$ cat src/rtl/calc_sequencer.sv
// ----------------------------------------------------------------------------
// calc_sequencer
//
// Runs one operand set through an external combinational calculator. On an
// accepted start it latches op_a/op_b/op_mask, then walks the set bits of the
// mask in ascending order. For each opcode it drives calc_a/calc_b/calc_oper
// and waits SETTLE_CYCLES+1 edges for the calculator to settle. It then
// captures calc_out and presents it on a valid/ready result port. A one-cycle
// done pulse closes the run.
//
// Parameters
//   SETTLE_CYCLES  settle wait per opcode, legal range 1..15 (default 2)
//
// Ports
//   clk, rst                    clock, synchronous active-high reset
//   start, op_a, op_b, op_mask  run request and its operands (sampled in IDLE)
//   calc_a, calc_b, calc_oper   registered drive to the calculator
//   calc_out                    calculator result
//   res_valid, res_ready        result handshake
//   res_oper, res_data          opcode and captured result
//   busy, done                  not-IDLE flag, end-of-run pulse
//
// Optional build macro CALC_SEQ_CHECK_EN adds res_err / err_count. Each
// captured result is compared against a built-in golden model of the
// calculator.
// ----------------------------------------------------------------------------
module calc_sequencer #(
    parameter int unsigned SETTLE_CYCLES = 2
) (
    input  logic       clk,
    input  logic       rst,
    input  logic       start,
    input  logic [3:0] op_a,
    input  logic [3:0] op_b,
    input  logic [7:0] op_mask,
    output logic [3:0] calc_a,
    output logic [3:0] calc_b,
    output logic [2:0] calc_oper,
    input  logic [7:0] calc_out,
    output logic       res_valid,
    input  logic       res_ready,
    output logic [2:0] res_oper,
    output logic [7:0] res_data,
    output logic       busy,
    output logic       done
`ifdef CALC_SEQ_CHECK_EN
    ,
    output logic       res_err,
    output logic [3:0] err_count
`endif
);

    localparam logic [3:0] SETTLE_INIT = 4'(SETTLE_CYCLES);

    typedef enum logic [1:0] {
        S_IDLE,
        S_WAIT,
        S_EMIT,
        S_DONE
    } state_t;

    state_t     state;
    logic [7:0] mask_q;
    logic [3:0] settle_cnt;

    // first_*: lowest set bit of the incoming mask (used when starting).
    // next_*:  lowest latched mask bit strictly above the current opcode.
    logic [2:0] first_idx;
    logic       first_hit;
    logic [2:0] next_idx;
    logic       next_hit;

    always_comb begin
        // NOTE: every combinational output gets a default before any branch,
        // otherwise paths that skip an assignment infer a latch.
        first_idx = '0;
        first_hit = 1'b0;
        next_idx  = '0;
        next_hit  = 1'b0;
        // Scan downwards so the lowest matching bit is the one left standing.
        for (int i = 7; i >= 0; i--) begin
            if (op_mask[i]) begin
                first_idx = 3'(i);
                first_hit = 1'b1;
            end
            if (mask_q[i] && (i > int'(calc_oper))) begin
                next_idx = 3'(i);
                next_hit = 1'b1;
            end
        end
    end

`ifdef CALC_SEQ_CHECK_EN
    logic [7:0] golden;

    always_comb begin
        golden = '0;
        unique case (calc_oper)
            3'd0: golden = {4'b0, calc_a} + {4'b0, calc_b};
            3'd1: golden = {4'b0, calc_a} - {4'b0, calc_b};
            3'd2: golden = {4'b0, calc_a} * {4'b0, calc_b};
            3'd3: golden = (calc_b == 4'd0) ? 8'hFF : {4'b0, calc_a / calc_b};
            3'd4: golden = {4'b0, calc_a & calc_b};
            3'd5: golden = {4'b0, calc_a | calc_b};
            3'd6: golden = {4'b0, calc_a ^ calc_b};
            3'd7: golden = {4'b0, ~calc_a};
        endcase
    end
`endif

    // NOTE: clocked state uses non-blocking assignments only, so every
    // register samples pre-edge values regardless of statement order.
    always_ff @(posedge clk) begin
        if (rst) begin
            state      <= S_IDLE;
            mask_q     <= '0;
            settle_cnt <= '0;
            calc_a     <= '0;
            calc_b     <= '0;
            calc_oper  <= '0;
            res_valid  <= 1'b0;
            res_oper   <= '0;
            res_data   <= '0;
            busy       <= 1'b0;
            done       <= 1'b0;
`ifdef CALC_SEQ_CHECK_EN
            res_err    <= 1'b0;
            err_count  <= '0;
`endif
        end else begin
            done <= 1'b0;
            unique case (state)
                S_IDLE: begin
                    if (start) begin
                        mask_q <= op_mask;
                        busy   <= 1'b1;
                        if (first_hit) begin
                            calc_a     <= op_a;
                            calc_b     <= op_b;
                            calc_oper  <= first_idx;
                            settle_cnt <= SETTLE_INIT;
                            state      <= S_WAIT;
                        end else begin
                            done  <= 1'b1;
                            state <= S_DONE;
                        end
                    end
                end

                // Capture happens on the edge after the counter reads zero,
                // giving SETTLE_CYCLES+1 edges from load to res_valid.
                S_WAIT: begin
                    if (settle_cnt == 4'd0) begin
                        res_data  <= calc_out;
                        res_oper  <= calc_oper;
                        res_valid <= 1'b1;
`ifdef CALC_SEQ_CHECK_EN
                        res_err   <= (calc_out != golden);
`endif
                        state     <= S_EMIT;
                    end else begin
                        settle_cnt <= settle_cnt - 4'd1;
                    end
                end

                S_EMIT: begin
                    if (res_ready) begin
                        res_valid <= 1'b0;
`ifdef CALC_SEQ_CHECK_EN
                        if (res_err && (err_count != 4'hF))
                            err_count <= err_count + 4'd1;
`endif
                        if (next_hit) begin
                            calc_oper  <= next_idx;
                            settle_cnt <= SETTLE_INIT;
                            state      <= S_WAIT;
                        end else begin
                            done  <= 1'b1;
                            state <= S_DONE;
                        end
                    end
                end

                S_DONE: begin
                    busy  <= 1'b0;
                    state <= S_IDLE;
                end
            endcase
        end
    end

endmodule

$ cat config.mk
export PLATFORM = sky130hd
export DESIGN_NAME = calc_sequencer
export DESIGN_NICKNAME = d
export VERILOG_FILES = /design/src/rtl/calc_sequencer.sv
export SDC_FILE = /design/constraint.sdc
export NUM_CORES = 1
export LEC_CHECK = 0
export ABC_CLOCK_PERIOD_IN_PS = 2500
export CORE_UTILIZATION = 51
export DETAILED_ROUTE_END_ITERATION = 8
export MAX_ROUTING_LAYER = met4
export PLACE_DENSITY = 0.85
export REMOVE_ABC_BUFFERS = 1
export SETUP_SLACK_MARGIN = 0.1
export SYNTH_ARGS = -nofsm -noshare
export SYNTH_HDL_FRONTEND = slang
export SYNTH_SLANG_ARGS = --single-unit
$ cat constraint.sdc
create_clock -name clk -period 2.5 [get_ports clk]
set_clock_uncertainty 0.05 [all_clocks]
set_input_delay 0.375 -clock clk [delete_from_list [all_inputs] [get_ports clk]]
set_output_delay 0.375 -clock clk [all_outputs]
set_load 0.05 [all_outputs]
Word-level counts from Yosys, hierarchy flattened --
Index checks and enable logic that the tools add are counted.
Word-level totals: bits in latches 0, ROM bits 0, RAM bits 0, memories kept 0, word-level logic and storage cells 106, flip-flop bits (word level) 39
Cells by class: bitwise operators 0, div/mod/pow operators 0, muxes and demuxes 57, $mul 0, shifts and indexed selects 0, reduce and logical (&&, ||, !) cells 21, order comparisons 7, add/subtract/negate cells 1, equal/unequal tests 9
Operators with widths (count):
- $mux 3 | 19
- $mux 1 | 22
- $mux 4 | 5
- $gt 3x3->1 const A | 4
- $ne 2x2->1 const B | 6
- $pmux 4 s3 | 1
- $mux 2 | 5
- $reduce_and 3->1 | 3
- $pmux 2 s4 | 1
- $logic_and 1x1->1 | 7
- $gt 2x3->1 const A | 2
- $pmux 1 s2 | 3
- $pmux 3 s2 | 1
- $reduce_and 2->1 | 3
- $reduce_and 6->1 | 1
- $reduce_bool 2->1 | 3
- $reduce_and 5->1 | 1
- $eq 2x2->1 const B | 2
- $logic_not 4->1 | 1
- $sub 4x1->4 const B | 1
- $gt 1x3->1 const A | 1
- $reduce_bool 3->1 | 1
- $eq 2x1->1 const B | 1
- $logic_not 2->1 | 1

Logic depth before layout (Yosys ltp) --
Gate-level depths: netlist of the first run.
depth in word-level cells 12, depth in mapped cells 7

Worst setup path before layout of the first run --
OpenSTA, ideal clock, no wires.
path type register to register, from reg calc_oper[1], to reg settle_cnt[1], stages on the path, launching flop included 7, buffers on the path 1, library setup time 0.121 ns, slack 0.517 ns, period minus slack after synthesis 1.983 ns, data required time 2.329 ns, arrival 1.812 ns, path through dfxtp_1 buf_4 nor2_2 a31oi_2 and4_4 nor2_4 mux2_4
Between the ends: cells in the longest elaborated chain, start to end 11, elaborated cells on any way between the ends 23, classes of those cells order compare: 7; eq/ne: 1; mux: 7; reduce/logical: 8
RTL lines:
- start, declared | RTL line 38 | output logic [2:0] calc_oper,
- start signal, assigned | RTL line 140 | calc_oper <= first_idx;
- start signal, assigned | RTL line 174 | calc_oper <= next_idx;
- $gt 3x3->1 | RTL line 86 | if (mask_q[i] && (i > int'(calc_oper))) begin
- $logic_and 1x1->1 | RTL line 86
- $mux 1 (6 in a row) | RTL line 86
- $mux 1 * | RTL line 86
- $ne 2x2->1 (no line) *
- $reduce_and 6->1 (no line) *
- end signal, assigned | RTL line 162 | settle_cnt <= settle_cnt - 4'd1;
- end, declared | RTL line 64 | logic [3:0] settle_cnt;
Mark *: on every way between the ends. The rest lies on a longest branch, timed or not. A chain may end at the register's enable or synchronous reset.

Worst setup path after layout of the first run --
from reg calc_oper[2], to out calc_oper[2]
No word-level cell between the ends.

==> insert_results.sql, run 1 <==
INSERT INTO impl_metrics (metric_group, metric, value, unit) VALUES
('power_and_ir_drop', 'static-leakage-power', '0.9095', 'nW'),
('placement', 'gp_congestion', '0.8326', ''),
('layout', 'layout.nets', '296', ''),
('routing', 'antenna_left', '0', ''),
('logic_synthesis', 'gate_count_after_technology_mapping', '213', ''),
('placement', 'dpl_worst_slack', '0.3027', 'ns'),
('global_routing', 'via_count_of_the_first_global_routing_pass', '1570', ''),
('critical_path', 'worstSetupEndpointType', 'primary output', ''),
('global_routing', 'track_usage', '23.37', '%'),
('clock_tree', 'cts-resized-gates', '0', ''),
('clock_tree', 'post-cts-setup-buffers', '0', ''),
('routing', 'dr.pass1.iters', '4', ''),
('floorplanning', 'dieHeight', '62.30', 'µm'),
('power_and_ir_drop', 'share_comb_of_total_power', '38.4', '%'),
('sta', 'rsz0062_at_grt', 'false', ''),
('sta', 'slew_violations', '0', ''),
('power_and_ir_drop', 'power_switching_share', '38.85', '%'),
('power_and_ir_drop', 'power', '1.777', 'mW'),
('logic_synthesis', 'fraction_of_synthesized_area_in_multiplexers', '9.447', '%'),
('routing', 'via_count', '1685', ''),
('logic_synthesis', 'syn_avg_cell_area', '8.706', 'µm²'),
('clock_tree', 'cts.root.buffer_cell', 'sky130_fd_sc_hd__clkbuf_4', ''),
('critical_path', 'path_max_fanout', '12', ''),
('logic_synthesis', 'synth_enable_flop_cells', '0', ''),
('logic_synthesis', 'asyncSetResetFlopFracSynth', '0', '%'),
('logic_synthesis', 'mappedNetlistArea', '1854', 'µm²'),
('logic_synthesis', 'synth-seq-cells', '38', ''),
('min_path', 'min_delay_worst_endpoint', 'res_data[3]$_SDFFE_PP0P_', ''),
('critical_path', 'crit_path_cell_trace', 'clkdlybuf4s50_1', ''),
('global_routing', 'initial_antenna_violation_count', '0', ''),
('critical_path', 'worst_reg2reg_path_depth', '5', ''),
('critical_path', 'worst_r2r_endpoint', 'settle_cnt[1]$_SDFFE_PP0P_', ''),
('logic_synthesis', 'post_synth_num_cell_types', '48', ''),
('floorplanning', 'die_width', '62.30', 'µm'),
('sta', 'max_slew.worst_pin.slew', '0.5612', 'ns'),
('critical_path', 'critical_path.reg2reg.startpoint', 'calc_oper[2]$_SDFFE_PP0P_', ''),
('routing', 'average_via_count_per_standard_cell', '5.383', ''),
('sta', 'timing.final.crit_period', '2.268', 'ns'),
('clock_tree', 'clock_path_buffers', '2', ''),
('clock_tree', 'clk_pin_slew_worst_setup_hold_paths', '0.11', 'ns'),
('logic_synthesis', 'synth-seq-area-share', '41.03', '%'),
('logic_synthesis', 'main_combinational_cell_family_by_area_after_synthesis', 'simple AND/OR/NAND/NOR gates', ''),
('sta', 'clock.fmax', '440.8', 'MHz'),
('layout', 'drive_gt1_share', '10.86', '%'),
('floorplanning', 'rows', '21', ''),
('logic_synthesis', 'synth_adder_area_share', '1.350', '%'),
('global_routing', 'grt_first_pass_wirelength', '6969', 'µm'),
('sta', 'fin_hold_ws', '0.4177', 'ns'),
('critical_path', 'critical_path_buf_inv_count', '1', ''),
('power_and_ir_drop', 'clockPowerShare', '19.7', '%'),
('logic_synthesis', 'synth-xor-area-share', '0', '%'),
('layout', 'antenna-diode-count', '0', ''),
('power_and_ir_drop', 'pwr-share-seq', '41.9', '%'),
('routing', 'wl_per_cell', '13.07', 'µm'),
('floorplanning', 'fp.dieArea', '3881', 'µm²'),
('routing', 'routed_wl', '4092', 'µm'),
('critical_path', 'setup.worst_path.class', 'reg2out', ''),
('placement', 'placement.io_buffers', '52', ''),
('sta', 'final.period_utilization', '90.73', '%'),
('layout', 'stdcell_area', '2469', 'µm²'),
('logic_synthesis', 'synth_compound_gate_area_share', '17.95', '%'),
('sta', 'finalWorstSetupSlack', '0.2316', 'ns'),
('logic_synthesis', 'synthSimpleGateAreaFrac', '24.49', '%'),
('status', 'status', 'completed', ''),
('global_routing', 'pin_count_of_the_biggest_net_entering_global_routing', '20', ''),
('clock_tree', 'total_clock_buffers_created_by_cts', '5', ''),
('power_and_ir_drop', 'p_per_area', '719.7', 'nW/µm²'),
('min_path', 'hold_path.class', 'reg2reg', ''),
('clock_tree', 'cts_htree_levels', '2', ''),
('power_and_ir_drop', 'p_int', '1.086', 'mW'),
('critical_path', 'cp_data_arrival_time', '1.84', 'ns');
==> cell families after synthesis <==
logic type                 count (synthesis)
adders and majority gates                  2
AOI/OAI and AO/OA                         47
and+or+nand+nor                           87
DFF                                       38
muxes                                     17
buffers and inverters                     22
==> area by class of cell <==
cell class                 instances  area (µm²)
fill                             282       947.2
tap                               46       57.56
clock inverter                     2       12.51
inverter                          11       41.29
timing repair buffer              57       558.0
clock buffer                       6       51.30
multi-input combinational        153       987.2
sequential                        38       760.7
==> placed cells by master (no fill, tap or decap), drive strengths merged, types with 3 or more instances in the layout <==
cell type,instances
a211oi,3
a21oi,21
buf,5
clkbuf,6
clkdlybuf4s50,52
dfxtp,38
inv,11
mux2i,16
nand2,14
nand2b,8
nand3,13
nor2,32
nor2b,6
nor3,8
o21ai,4
==> power by group through the flow <==
stage	registers (mW)	logic, mW	clock network (mW)
after floorplan	0.886	0.318	0
after global placement	0.754	0.670	0
after detailed placement	0.757	0.682	0
after CTS	0.743	0.685	0.356
after global routing	0.756	0.738	0.384
final	0.745	0.683	0.349
==> per-layer routing <==
| metal | vias to the layer above | GRT usage [%] | wire (µm) |
|---|---|---|---|
| met3 | 6 | 4.412 | 161 |
| met1 | 783 | 26.32 | 1859 |
| met4 | 0 | 9.593 | 57 |
| met2 | 43 | 40.52 | 2013 |
| li1 | 853 | - | - |
| met5 | - | - | 0 |
==> worst max-delay path by stage <==
stage	end	slack, ns	depth (start not counted)
floorplan	settle_cnt[1]$_SDFFE_PP0P_	0.48	5
global placement	settle_cnt[1]$_SDFFE_PP0P_	0.33	6
detailed placement	settle_cnt[1]$_SDFFE_PP0P_	0.30	6
CTS	calc_oper[2]	0.25	1
global route	calc_oper[2]	0.16	1
finish	calc_oper[2]	0.23	1
==> state kept, by name, indices dropped and copies added (netlist names) <==
name        cells
busy            1
calc_a          4
calc_b          4
calc_oper       3
done            1
mask_q          7
res_data        8
res_oper        3
res_valid       1
settle_cnt      4
state           2
==> Yosys cell counts, types with 2 or more instances <==
| cell | instances | area (µm²) |
|---|---|---|
| sky130_fd_sc_hd__a21oi_1 | 21 | 105.1 |
| sky130_fd_sc_hd__o21ai_0 | 4 | 20.02 |
| sky130_fd_sc_hd__o32ai_1 | 2 | 17.52 |
| sky130_fd_sc_hd__buf_4 | 2 | 15.01 |
| sky130_fd_sc_hd__inv_1 | 11 | 41.29 |
| sky130_fd_sc_hd__nor2_1 | 29 | 108.9 |
| sky130_fd_sc_hd__nand3_1 | 13 | 65.06 |
| sky130_fd_sc_hd__nor3_1 | 7 | 35.03 |
| sky130_fd_sc_hd__clkbuf_1 | 5 | 18.77 |
| sky130_fd_sc_hd__nor2b_1 | 5 | 31.28 |
| sky130_fd_sc_hd__nor2_2 | 2 | 12.51 |
| sky130_fd_sc_hd__dfxtp_1 | 38 | 760.7 |
| sky130_fd_sc_hd__mux2i_1 | 16 | 160.2 |
| sky130_fd_sc_hd__a211oi_1 | 3 | 22.52 |
| sky130_fd_sc_hd__buf_6 | 2 | 22.52 |
| sky130_fd_sc_hd__nand2_1 | 14 | 52.55 |
| sky130_fd_sc_hd__nand2b_1 | 7 | 43.79 |
| sky130_fd_sc_hd__ha_1 | 2 | 25.02 |
==> metrics by stage <==
step / cells / utilization, %
finish: 313 / 72.27
global route: 313 / 72.27
CTS: 313 / 72.27
detailed placement: 305 / 70.40
global placement: 305 / 70.40
floorplan: 202 / -
(Power assumes the default switching activity.)
==> run 2, diff against run 1 <==
- CORE_ASPECT_RATIO: not set -> 1.2
==> insert_results.sql, run 2 (synthesized netlist as in run 1, its figures left out) <==
INSERT INTO impl_metrics (metric_group, metric, value, unit) VALUES
('status', 'status', 'complete, but fails checks', ''),
('status', 'violations', 'DRC', ''),
('critical_path', 'critical_path.reg2reg.startpoint', 'calc_oper[1]$_SDFFE_PP0P_', ''),
('placement', 'gp_congestion', '0.8707', ''),
('critical_path', 'setup.worst_path.start_class', 'flip-flop', ''),
('power_and_ir_drop', 'share_comb_of_total_power', '34.9', '%'),
('critical_path', 'path_max_fanout', '11', ''),
('sta', 'timing.final.crit_period', '2.173', 'ns'),
('flow_run', 'maxCapViolCount', '0', ''),
('clock_tree', 'cts.root.buffer_cell', 'sky130_fd_sc_hd__clkbuf_8', ''),
('floorplanning', 'die_width', '57.05', 'µm'),
('min_path', 'min_path_cells', '2', ''),
('power_and_ir_drop', 'clockPowerShare', '26.8', '%'),
('routing', 'routed_wl', '4046', 'µm'),
('routing', 'dr.pass1.iters', '6', ''),
('sta', 'clock.fmax', '460.2', 'MHz'),
('power_and_ir_drop', 'p_int', '1.245', 'mW'),
('global_routing', 'initial_antenna_violation_count', '0', ''),
('clock_tree', 'post-cts-setup-buffers', '0', ''),
('layout', 'drive_gt1_share', '10.53', '%'),
('clock_tree', 'cts-resized-gates', '0', ''),
('clock_tree', 'cts_tree', 'built', ''),
('routing', 'antenna_left', '0', ''),
('floorplanning', 'dieHeight', '68.06', 'µm'),
('sta', 'setup_viol', '0', ''),
('layout', 'post-route-util', '73.62', '%'),
('clock_tree', 'total_clock_buffers_created_by_cts', '5', ''),
('layout', 'largest-register', 'res_data', ''),
('layout', 'layout.cells.most_common', 'sky130_fd_sc_hd__clkdlybuf4s50_1', ''),
('sta', 'final_hold_viol_count', '0', ''),
('layout', 'largest_register_ff_count', '8', ''),
('sta', 'max_slew.worst_pin.slew', '0.6286', 'ns'),
('critical_path', 'timing.critical_path.depth', '1', ''),
('power_and_ir_drop', 'irDropWorstVdd', '0.5288', 'mV'),
('placement', 'placement.io_buffers', '52', ''),
('placement', 'dpl_worst_slack', '0.3091', 'ns'),
('routing', 'remaining_design_rule_violation_count', '8', ''),
('clock_tree', 'clk_pin_slew_worst_setup_hold_paths', '0.08', 'ns'),
('clock_tree', 'holdBufCountCts', '0', ''),
('critical_path', 'crit_path_top_delay_cell', 'sky130_fd_sc_hd__clkdlybuf4s50_1', ''),
('sta', 'relSlewSlack', '57.96', '%'),
('layout', 'most_frequent_cells_in_the_layout', 'sky130_fd_sc_hd__clkdlybuf4s50_1, sky130_fd_sc_hd__dfxtp_1, sky130_fd_sc_hd__nor2_1, sky130_fd_sc_hd__a21oi_1, sky130_fd_sc_hd__mux2i_1', ''),
('sta', 'slew_violations', '0', ''),
('critical_path', 'crit_path_cell_trace', 'clkdlybuf4s50_1', ''),
('power_and_ir_drop', 'power_switching_share', '35.71', '%'),
('critical_path', 'reg2reg_setup_slack', '0.62', 'ns'),
('global_routing', 'pin_count_of_the_biggest_net_entering_global_routing', '20', ''),
('sta', 'totalNegativeSetupSlack', '0', 'ns'),
('floorplanning', 'fp.dieArea', '3882', 'µm²'),
('sta', 'finalWorstSetupSlack', '0.3270', 'ns'),
('layout', 'antenna-diode-count', '0', ''),
('critical_path', 'cpPeakStageDelay', '0.89', 'ns'),
('clock_tree', 'clock_sinks', '38', ''),
('routing', 'via_count', '1653', ''),
('critical_path', 'worst_reg2reg_path_depth', '5', ''),
('power_and_ir_drop', 'p_per_area', '774.4', 'nW/µm²'),
('min_path', 'hold_path.class', 'reg2reg', ''),
('power_and_ir_drop', 'sw_power', '691.2', 'µW'),
('routing', 'first_iter_violations', '74', ''),
('clock_tree', 'clock_path_buffers', '2', ''),
('global_routing', 'grt_first_pass_wirelength', '6596', 'µm'),
('critical_path', 'cp_data_arrival_time', '1.75', 'ns'),
('floorplanning', 'pin_count', '53', ''),
('global_routing', 'via_count_of_the_first_global_routing_pass', '1513', ''),
('critical_path', 'crit_family', 'buffers and inverters', ''),
('power_and_ir_drop', 'pwr-share-seq', '38.3', '%'),
('global_routing', 'grt.overflow.total', '0', ''),
('routing', 'average_via_count_per_standard_cell', '5.455', ''),
('clock_tree', 'insertion_delay_of_the_later_clocked_pin_in_the_worst_skew_pair', '0.29', 'ns'),
('critical_path', 'worst-endpoint-required', '2.08', 'ns'),
('routing', 'wl_per_cell', '13.35', 'µm'),
('floorplanning', 'rows', '23', ''),
('floorplanning', 'initial_utilization', '54.61', '%'),
('critical_path', 'setup.worst_path.class', 'reg2out', ''),
('sta', 'final.period_utilization', '86.92', '%'),
('layout', 'areaGrowthSynthToFinish', '34.82', '%'),
('power_and_ir_drop', 'static-leakage-power', '0.9206', 'nW'),
('critical_path', 'worst_r2r_endpoint', 'settle_cnt[1]$_SDFFE_PP0P_', ''),
('critical_path', 'crit_start', 'calc_oper[1]$_SDFFE_PP0P_', ''),
('min_path', 'start_point_of_the_worst_min_delay_path', 'res_data[3]$_SDFFE_PP0P_', ''),
('sta', 'rsz0062_at_grt', 'false', ''),
('layout', 'stdcell_area', '2500', 'µm²'),
('placement', 'place_hpwl', '2967', 'µm'),
('clock_tree', 'cts_htree_levels', '2', ''),
('min_path', 'min_delay_worst_endpoint', 'res_data[3]$_SDFFE_PP0P_', ''),
('global_routing', 'track_usage', '22.91', '%'),
('critical_path', 'critical_path_buf_inv_count', '1', ''),
('layout', 'largest_registers', 'res_data: 8 flops, mask_q: 7 flops', ''),
('critical_path', 'worstSetupEndpointType', 'primary output', ''),
('placement', 'placed_area', '2386', 'µm²'),
('layout', 'layout.nets', '295', ''),
('floorplanning', 'fp.coreArea', '3396', 'µm²');
[run 2: cell count changes in the layout (fill, tap and decap cells not counted), sizes merged]
cell      change
buf           -1
bufinv        +1
clkbuf        -1
clkinv        -1
clkinvlp      +1
[run 2: stage by stage]
step	power (mW)	cells	hold slack, ns
6_report	1.936	303	0.4056
5_1_grt	2.046	303	0.4217
4_1_cts	1.951	303	0.4079
3_5_place_dp	1.432	295	0.3967
3_3_place_gp	1.421	295	0.3911
2_1_floorplan	1.204	202	0.3816
[run 2: area by class of cell]
class	instances	area [µm²]
clock buffers	5	68.82
clock inverters	3	45.04
fillers	281	895.9
inverters	11	41.29
multi-input cells	153	987.2
flip-flops and latches	38	760.7
well taps	37	46.29
repair buffers	56	550.5
[run 2: worst max path at each step]
stage                                      end  slack [ns]
floorplan           settle_cnt[1]$_SDFFE_PP0P_        0.48
global placement    settle_cnt[1]$_SDFFE_PP0P_        0.33
detailed placement      calc_b[0]$_SDFFE_PP0P_        0.31
CTS                               calc_oper[2]        0.34
global route                      calc_oper[1]        0.24
finish                            calc_oper[1]        0.33
[run 2: per-layer routing]
metal	up-vias	track usage, %	wire length (µm)
li1	852	-	-
met1	752	23.97	1722
met2	40	40.88	2058
met3	9	5.293	177
met4	0	11.28	87
met5	-	-	0
[run 2: power groups by stage]
| stage | registers, mW | logic, mW | clock network [mW] |
|---|---|---|---|
| CTS | 0.741 | 0.678 | 0.531 |
| global placement | 0.752 | 0.669 | 0 |
| global route | 0.754 | 0.737 | 0.555 |
| finish | 0.742 | 0.675 | 0.519 |
| detailed placement | 0.756 | 0.676 | 0 |
| floorplan | 0.886 | 0.318 | 0 |
==> run 3, diff against run 2 <==
- MAX_ROUTING_LAYER: met4 -> not set
==> results of run 3 <==
No change in the layout: final DEF, timing and power equal those of run 2.
Among the figures that moved: final weighted congestion in routability-driven placement 0.8707 -> 0.8570; via count of the first global-routing pass 1513 -> 1517; overall routing resource usage 22.91% -> 22.25%
